==> src/rtl/data_mem_arbiter_if.sv <==
// Handshake and memory-side bus between the two requesters, the arbiter and Data_Memory.
// slave = arbiter view, master = requesters plus the memory that answers mem_rdata.
interface data_mem_arbiter_if #(
    parameter int ADDR_W = 32,
    parameter int DATA_W = 32
);
    logic              req0;
    logic              req1;
    logic              we0;
    logic              we1;
    logic [ADDR_W-1:0] addr0;
    logic [ADDR_W-1:0] addr1;
    logic [DATA_W-1:0] wdata0;
    logic [DATA_W-1:0] wdata1;
    logic              gnt0;
    logic              gnt1;
    logic              rvalid0;
    logic              rvalid1;
    logic [DATA_W-1:0] rdata0;
    logic [DATA_W-1:0] rdata1;
    logic              err0;
    logic              err1;
    logic              mem_read;
    logic              mem_write;
    logic [ADDR_W-1:0] mem_addr;
    logic [DATA_W-1:0] mem_wdata;
    logic [DATA_W-1:0] mem_rdata;

    modport slave (
        input  req0, req1, we0, we1, addr0, addr1, wdata0, wdata1, mem_rdata,
        output gnt0, gnt1, rvalid0, rvalid1, rdata0, rdata1, err0, err1,
               mem_read, mem_write, mem_addr, mem_wdata
    );

    modport master (
        output req0, req1, we0, we1, addr0, addr1, wdata0, wdata1, mem_rdata,
        input  gnt0, gnt1, rvalid0, rvalid1, rdata0, rdata1, err0, err1,
               mem_read, mem_write, mem_addr, mem_wdata
    );
endinterface

==> src/rtl/data_mem_arbiter.sv <==
// Round-robin two-port sequencer for single-port Data_Memory: one access per ACCESS+RESP pair.
// Requests are held until gnt; ACCESS ignores req, so a port re-requests no earlier than RESP.
module data_mem_arbiter #(
    parameter int ADDR_W    = 32,
    parameter int DATA_W    = 32,
    parameter int MEM_DEPTH = 200
) (
    input  logic             clk,
    input  logic             reset,
    data_mem_arbiter_if.slave arb_if
);
    typedef enum logic [1:0] {
        S_IDLE   = 2'd0,
        S_ACCESS = 2'd1,
        S_RESP   = 2'd2
    } state_t;

    localparam logic [ADDR_W-1:0] DEPTH_A = ADDR_W'(MEM_DEPTH);

    state_t            state_q, state_d;
    logic              last_q, last_d;
    logic              win_q, win_d;
    logic              we_q, we_d;
    logic              oor_q, oor_d;
    logic [ADDR_W-1:0] addr_q, addr_d;
    logic [DATA_W-1:0] wdata_q, wdata_d;
    logic [DATA_W-1:0] rdata0_q, rdata0_d;
    logic [DATA_W-1:0] rdata1_q, rdata1_d;

    logic              arb_vld;
    logic              arb_sel;
    logic              sel_we;
    logic [ADDR_W-1:0] sel_addr;
    logic [DATA_W-1:0] sel_wdata;

    logic              gnt0_o, gnt1_o, rvalid0_o, rvalid1_o, err0_o, err1_o;
    logic              mem_read_o, mem_write_o;
    logic [ADDR_W-1:0] mem_addr_o;
    logic [DATA_W-1:0] mem_wdata_o;

    // On a tie the port that was not served last wins; last_q resets to 1 so port 0 goes first.
    always_comb begin
        arb_vld   = arb_if.req0 | arb_if.req1;
        arb_sel   = arb_if.req1 & (~arb_if.req0 | ~last_q);
        sel_we    = arb_sel ? arb_if.we1    : arb_if.we0;
        sel_addr  = arb_sel ? arb_if.addr1  : arb_if.addr0;
        sel_wdata = arb_sel ? arb_if.wdata1 : arb_if.wdata0;
    end

    always_ff @(posedge clk or posedge reset) begin
        if (reset) begin
            state_q  <= S_IDLE;
            last_q   <= 1'b1;
            win_q    <= 1'b0;
            we_q     <= 1'b0;
            oor_q    <= 1'b0;
            addr_q   <= '0;
            wdata_q  <= '0;
            rdata0_q <= '0;
            rdata1_q <= '0;
        end else begin
            state_q  <= state_d;
            last_q   <= last_d;
            win_q    <= win_d;
            we_q     <= we_d;
            oor_q    <= oor_d;
            addr_q   <= addr_d;
            wdata_q  <= wdata_d;
            rdata0_q <= rdata0_d;
            rdata1_q <= rdata1_d;
        end
    end

    always_comb begin
        state_d  = state_q;
        last_d   = last_q;
        win_d    = win_q;
        we_d     = we_q;
        oor_d    = oor_q;
        addr_d   = addr_q;
        wdata_d  = wdata_q;
        rdata0_d = rdata0_q;
        rdata1_d = rdata1_q;
        case (state_q)
            S_IDLE, S_RESP: begin
                if (arb_vld) begin
                    state_d = S_ACCESS;
                    win_d   = arb_sel;
                    last_d  = arb_sel;
                    we_d    = sel_we;
                    addr_d  = sel_addr;
                    wdata_d = sel_wdata;
                    oor_d   = !(sel_addr < DEPTH_A);
                end else begin
                    state_d = S_IDLE;
                end
            end
            S_ACCESS: begin
                state_d = S_RESP;
                // Blocked accesses clear the winner's rdata; writes leave it alone.
                if (oor_q) begin
                    if (win_q) rdata1_d = '0;
                    else       rdata0_d = '0;
                end else if (!we_q) begin
                    if (win_q) rdata1_d = arb_if.mem_rdata;
                    else       rdata0_d = arb_if.mem_rdata;
                end
            end
            default: state_d = S_IDLE;
        endcase
    end

    // Memory strobes decode straight from state so reset removes them in the same cycle.
    always_comb begin
        gnt0_o      = 1'b0;
        gnt1_o      = 1'b0;
        rvalid0_o   = 1'b0;
        rvalid1_o   = 1'b0;
        err0_o      = 1'b0;
        err1_o      = 1'b0;
        mem_read_o  = 1'b0;
        mem_write_o = 1'b0;
        mem_addr_o  = '0;
        mem_wdata_o = '0;
        case (state_q)
            S_ACCESS: begin
                gnt0_o = ~win_q;
                gnt1_o = win_q;
                if (!oor_q) begin
                    mem_read_o  = ~we_q;
                    mem_write_o = we_q;
                    mem_addr_o  = addr_q;
                    mem_wdata_o = wdata_q;
                end
            end
            S_RESP: begin
                rvalid0_o = ~win_q;
                rvalid1_o = win_q;
                err0_o    = ~win_q & oor_q;
                err1_o    = win_q & oor_q;
            end
            default: ;
        endcase
    end

    assign arb_if.gnt0      = gnt0_o;
    assign arb_if.gnt1      = gnt1_o;
    assign arb_if.rvalid0   = rvalid0_o;
    assign arb_if.rvalid1   = rvalid1_o;
    assign arb_if.err0      = err0_o;
    assign arb_if.err1      = err1_o;
    assign arb_if.rdata0    = rdata0_q;
    assign arb_if.rdata1    = rdata1_q;
    assign arb_if.mem_read  = mem_read_o;
    assign arb_if.mem_write = mem_write_o;
    assign arb_if.mem_addr  = mem_addr_o;
    assign arb_if.mem_wdata = mem_wdata_o;
endmodule

==> src/flat_wrapper.sv <==
// flat-port wrapper written by rule: the top's interface ports become plain ports
module data_mem_arbiter_flat 
#(
    parameter int ADDR_W    = 32,
    parameter int DATA_W    = 32,
    parameter int MEM_DEPTH = 200
)
  (clk, reset, arb_if_req0, arb_if_req1, arb_if_we0, arb_if_we1, arb_if_addr0, arb_if_addr1, arb_if_wdata0, arb_if_wdata1, arb_if_mem_rdata, arb_if_gnt0, arb_if_gnt1, arb_if_rvalid0, arb_if_rvalid1, arb_if_rdata0, arb_if_rdata1, arb_if_err0, arb_if_err1, arb_if_mem_read, arb_if_mem_write, arb_if_mem_addr, arb_if_mem_wdata);
  data_mem_arbiter_if #(.ADDR_W(ADDR_W), .DATA_W(DATA_W)) arb_if_i ();
  input  logic clk;
  input  logic reset;
  input wire logic [$bits(arb_if_i.req0)-1:0] arb_if_req0;
  input wire logic [$bits(arb_if_i.req1)-1:0] arb_if_req1;
  input wire logic [$bits(arb_if_i.we0)-1:0] arb_if_we0;
  input wire logic [$bits(arb_if_i.we1)-1:0] arb_if_we1;
  input wire logic [$bits(arb_if_i.addr0)-1:0] arb_if_addr0;
  input wire logic [$bits(arb_if_i.addr1)-1:0] arb_if_addr1;
  input wire logic [$bits(arb_if_i.wdata0)-1:0] arb_if_wdata0;
  input wire logic [$bits(arb_if_i.wdata1)-1:0] arb_if_wdata1;
  input wire logic [$bits(arb_if_i.mem_rdata)-1:0] arb_if_mem_rdata;
  output wire logic [$bits(arb_if_i.gnt0)-1:0] arb_if_gnt0;
  output wire logic [$bits(arb_if_i.gnt1)-1:0] arb_if_gnt1;
  output wire logic [$bits(arb_if_i.rvalid0)-1:0] arb_if_rvalid0;
  output wire logic [$bits(arb_if_i.rvalid1)-1:0] arb_if_rvalid1;
  output wire logic [$bits(arb_if_i.rdata0)-1:0] arb_if_rdata0;
  output wire logic [$bits(arb_if_i.rdata1)-1:0] arb_if_rdata1;
  output wire logic [$bits(arb_if_i.err0)-1:0] arb_if_err0;
  output wire logic [$bits(arb_if_i.err1)-1:0] arb_if_err1;
  output wire logic [$bits(arb_if_i.mem_read)-1:0] arb_if_mem_read;
  output wire logic [$bits(arb_if_i.mem_write)-1:0] arb_if_mem_write;
  output wire logic [$bits(arb_if_i.mem_addr)-1:0] arb_if_mem_addr;
  output wire logic [$bits(arb_if_i.mem_wdata)-1:0] arb_if_mem_wdata;
  assign arb_if_i.req0 = arb_if_req0;
  assign arb_if_i.req1 = arb_if_req1;
  assign arb_if_i.we0 = arb_if_we0;
  assign arb_if_i.we1 = arb_if_we1;
  assign arb_if_i.addr0 = arb_if_addr0;
  assign arb_if_i.addr1 = arb_if_addr1;
  assign arb_if_i.wdata0 = arb_if_wdata0;
  assign arb_if_i.wdata1 = arb_if_wdata1;
  assign arb_if_i.mem_rdata = arb_if_mem_rdata;
  assign arb_if_gnt0 = arb_if_i.gnt0;
  assign arb_if_gnt1 = arb_if_i.gnt1;
  assign arb_if_rvalid0 = arb_if_i.rvalid0;
  assign arb_if_rvalid1 = arb_if_i.rvalid1;
  assign arb_if_rdata0 = arb_if_i.rdata0;
  assign arb_if_rdata1 = arb_if_i.rdata1;
  assign arb_if_err0 = arb_if_i.err0;
  assign arb_if_err1 = arb_if_i.err1;
  assign arb_if_mem_read = arb_if_i.mem_read;
  assign arb_if_mem_write = arb_if_i.mem_write;
  assign arb_if_mem_addr = arb_if_i.mem_addr;
  assign arb_if_mem_wdata = arb_if_i.mem_wdata;
  data_mem_arbiter #(.ADDR_W(ADDR_W), .DATA_W(DATA_W), .MEM_DEPTH(MEM_DEPTH)) u_core (.clk(clk), .reset(reset), .arb_if(arb_if_i));
endmodule
==> config.mk <==
export PLATFORM = sky130hd
export DESIGN_NAME = data_mem_arbiter_flat
export DESIGN_NICKNAME = d
export VERILOG_FILES = /design/src/rtl/data_mem_arbiter_if.sv /design/src/rtl/data_mem_arbiter.sv /design/src/flat_wrapper.sv
export SDC_FILE = /design/constraint.sdc
export NUM_CORES = 1
export LEC_CHECK = 0
export ABC_CLOCK_PERIOD_IN_PS = 10880
export CAP_MARGIN = 25
export CORE_ASPECT_RATIO = 2
export CORE_MARGIN = 5
export CORE_UTILIZATION = 44
export DETAILED_ROUTE_END_ITERATION = 16
export MAX_ROUTING_LAYER = met4
export PLACE_DENSITY = 0.86
export RECOVER_POWER = 50
export SYNTH_ARGS = -nofsm -noshare
export SYNTH_HDL_FRONTEND = slang
export SYNTH_SLANG_ARGS = --single-unit
==> constraint.sdc <==
create_clock -name clk -period 10.88 [get_ports clk]
set_input_delay 1.632 -clock clk [delete_from_list [all_inputs] [get_ports clk]]
set_output_delay 1.632 -clock clk [all_outputs]
set_load 0.005 [all_outputs]
==> impl_metrics.ini <==
[logic_synthesis]
ys.warnings.count = 0
synth_common_cells = 163 x nand2_1, 133 x dfrtp_1, 129 x o21ai_1
synthMuxAreaShare = 0.105
syn_inst = 653
synth_adder_area_share = 0
synth_edf_count = 0
synthArstFlopShare = 1.00
synth_area_leaders = dfrtp_1 54%, mux2i_1 11%, o21ai_1 10%
synth.distinct_cells = 34
yosysMostFrequentCell = nand2_1
netlist_area_um2 = 6190
synth_xor_area_frac = 0
synth_top_cell_area_share = 0.537
synth-simple-area-share = 0.197
ys_ff_latch = 134
yosys_most_used_dff = dfrtp_1
synth-compound-area-share = 0.117
syn_nets = 819
ys_seq_area_frac = 0.542
synth_top_family_by_area = simple AND/OR/NAND/NOR gates
yosys.area.top_type = dfrtp_1
syn_area_per_cell_um2 = 9.48

[clock_network]
path_clk_slew_ns = 0.06
htreeDepth = 4
root_buffer = clkbuf_16
cts_buffer_depth = 2
cts_buffers = 17
cts_resized = 0
cts_hold_buffers = 0
cts_tree = built
postCtsSetupRepairBufs = 0
clkLatencyLatePin_ns = 0.41
cts.sinks = 134

[global_routing]
grt_first_pass_wirelength_mm = 31.4
gr-usage-all-layers = 0.257
first_global_vias = 6052
grt-ovfl-total = 0
grt_max_degree = 80
antenna_found_initial = 1

[route]
drt_iter0_markers = 210
wl_per_cell_um = 18.4
route.detailed.drc = 0
antenna_left = 0
routed_wl_mm = 20.8
drtPass1Iterations = 4
vias_per_cell = 5.14
vias = 5801

[placement]
port_buffers = 301
placed_area_um2 = 9270
place_congestion = 0.893
dp_cells = 1096
detailed_place_hpwl_mm = 15.7

[sta]
drv_slew = 409
period_minus_slack_ns = 6.21
rsz0062_at_grt = no
relSlewSlack = -1.13
tns_ns = 0
setup_violations = 0
hold_violations = 0
period_share = 0.571
clock.fmax_mhz = 161
worst_slew_pin_slew_ns = 3.19
finClkSkew_ns = 0.00933

[critical_path]
path_max_fanout = 79
slowest_stage = clkbuf_1
crit_arrival_ns = 4.58
cp-start-kind = flip-flop
crit_type = reg -> out
required_ns = 9.25
critical-path-max-stage-delay_ns = 2.28
crit_chain = inv_1 > clkbuf_1 > and3_1 > clkdlybuf4s50_1
end_kind = output port

[floorplanning]
start_util = 0.446
io_pins = 302
coreArea_um2 = 13900
die_h_um = 178
rows = 61
die_area_um2 = 16700
die-width_um = 93.9

[final_layout]
syn_to_final_growth_pct = 59.7
layout-drive-gt1-share = 0.0458
fin_cells = 1129
final_area_um2 = 9890
nNetsFinal = 1092

[run]
drv_cap = 6

[outcome]
violations = capacitance limit, slew limit
status = finished, violations left

[power]
p_leak_nw = 4.47
peakVddDrop_uv = 106
powerDensity_nw_per_um2 = 144

[hold_path]
hold_path_class = reg -> reg
-- cell usage in the layout (no fill, tap or decap), types with 2 or more instances in the layout --
| cell type | netlist | layout |
|---|---|---|
| nand4_1 | 3 | 3 |
| buf_4 | 4 | 3 |
| clkdlybuf4s50_1 | 0 | 254 |
| nor4_1 | 8 | 8 |
| and3_1 | 66 | 66 |
| nor2b_1 | 3 | 3 |
| mux2i_1 | 65 | 65 |
| dlygate4sd3_1 | 0 | 47 |
| clkinvlp_4 | 0 | 4 |
| clkbuf_1 | 37 | 4 |
| nor3_1 | 3 | 3 |
| inv_6 | 0 | 4 |
| bufinv_16 | 0 | 4 |
| clkbuf_16 | 0 | 17 |
| inv_1 | 1 | 2 |
| o21ai_1 | 129 | 50 |
| o21ai_0 | 0 | 79 |
| and2_1 | 3 | 2 |
| nand2_1 | 163 | 163 |
| nor2_1 | 4 | 4 |
| dfrtp_1 | 133 | 133 |
-- path summary, 6_finish.rpt --
kind	slack (ns)	endpoint	startpoint	depth (start not counted)
worst max register to register	4.90	u_core.arb_if.rdata1[8]$_DFFE_PP0P_	u_core.oor_q$_DFFE_PP0P_	6
worst min register to register	0.47	u_core.arb_if.rdata1[9]$_DFFE_PP0P_	u_core.arb_if.rdata1[9]$_DFFE_PP0P_	2
min in group asynchronous	2.57	u_core.arb_if.rdata0[25]$_DFFE_PP0P_	reset	2
worst min-delay path	0.47	u_core.arb_if.rdata1[9]$_DFFE_PP0P_	u_core.arb_if.rdata1[9]$_DFFE_PP0P_	2
worst max-delay path	4.67	arb_if_mem_wdata[26]	u_core.oor_q$_DFFE_PP0P_	4
max in group asynchronous	6.40	u_core.addr_q[3]$_DFFE_PP0P_	reset	3
-- sequential cells by signal (all words and copies together) (netlist names) --
name / flops
u_core.addr_q: 32
u_core.arb_if.rdata0: 32
u_core.arb_if.rdata1: 32
u_core.wdata_q: 32
u_core.state_q: 2
u_core.last_q: 1
u_core.oor_q: 1
u_core.we_q: 1
u_core.win_q: 1
-- critical path, delay by kind of cell (launching register included) --
| kind | cells | cell delay [ns] |
|---|---|---|
| DFF | 1 | 0.44 |
| and+or+nand+nor | 1 | 0.43 |
| buffers and inverters | 3 | 3.26 |
-- layout make-up --
class                      instances  area (um2)
multi-input combinational        462        2600
timing repair buffer             307        3050
tap                              189         236
clock inverter                    14         199
clock buffer                      18         429
fill                            1087        4000
inverter                           4        16.3
antenna                            1        2.50
sequential                       134        3350
-- kinds of logic after synthesis --
logic type | count (synthesis)
AND/OR/NAND/NOR | 261
AO/OA/AOI/OAI | 136
flip-flops | 134
multiplexers | 65
buffers and inverters | 57
-- report_power, final --
part / leakage (nW) / internal (mW) / switching (mW) / total [mW]
Clock: 0.294 / 0.386 / 0.223 / 0.610
Combinational: 2.43 / 0.108 / 0.116 / 0.223
Sequential: 1.75 / 0.554 / 0.0344 / 0.588
Total: 4.47 / 1.05 / 0.373 / 1.42
-- routing by layer --
| layer | track usage | wire (um) |
|---|---|---|
| met1 | 0.278 | 7550 |
| met2 | 0.424 | 10900 |
| met3 | 0.0475 | 1080 |
| met4 | 0.166 | 1260 |
| met5 | - | 0 |
-- per-stage QoR --
stage               hold WS [ns]  utilization  worst slack, ns  power (mW)
floorplan                  0.447            -             5.67       0.716
global placement           0.458        0.668             7.05       0.817
detailed placement         0.467        0.668             7.06       0.826
CTS                        0.479        0.713             6.62        1.44
global route               0.499        0.712             4.21        1.48
finish                     0.471        0.712             4.67        1.42
No activity file was read; power rests on OpenSTA's default activity.
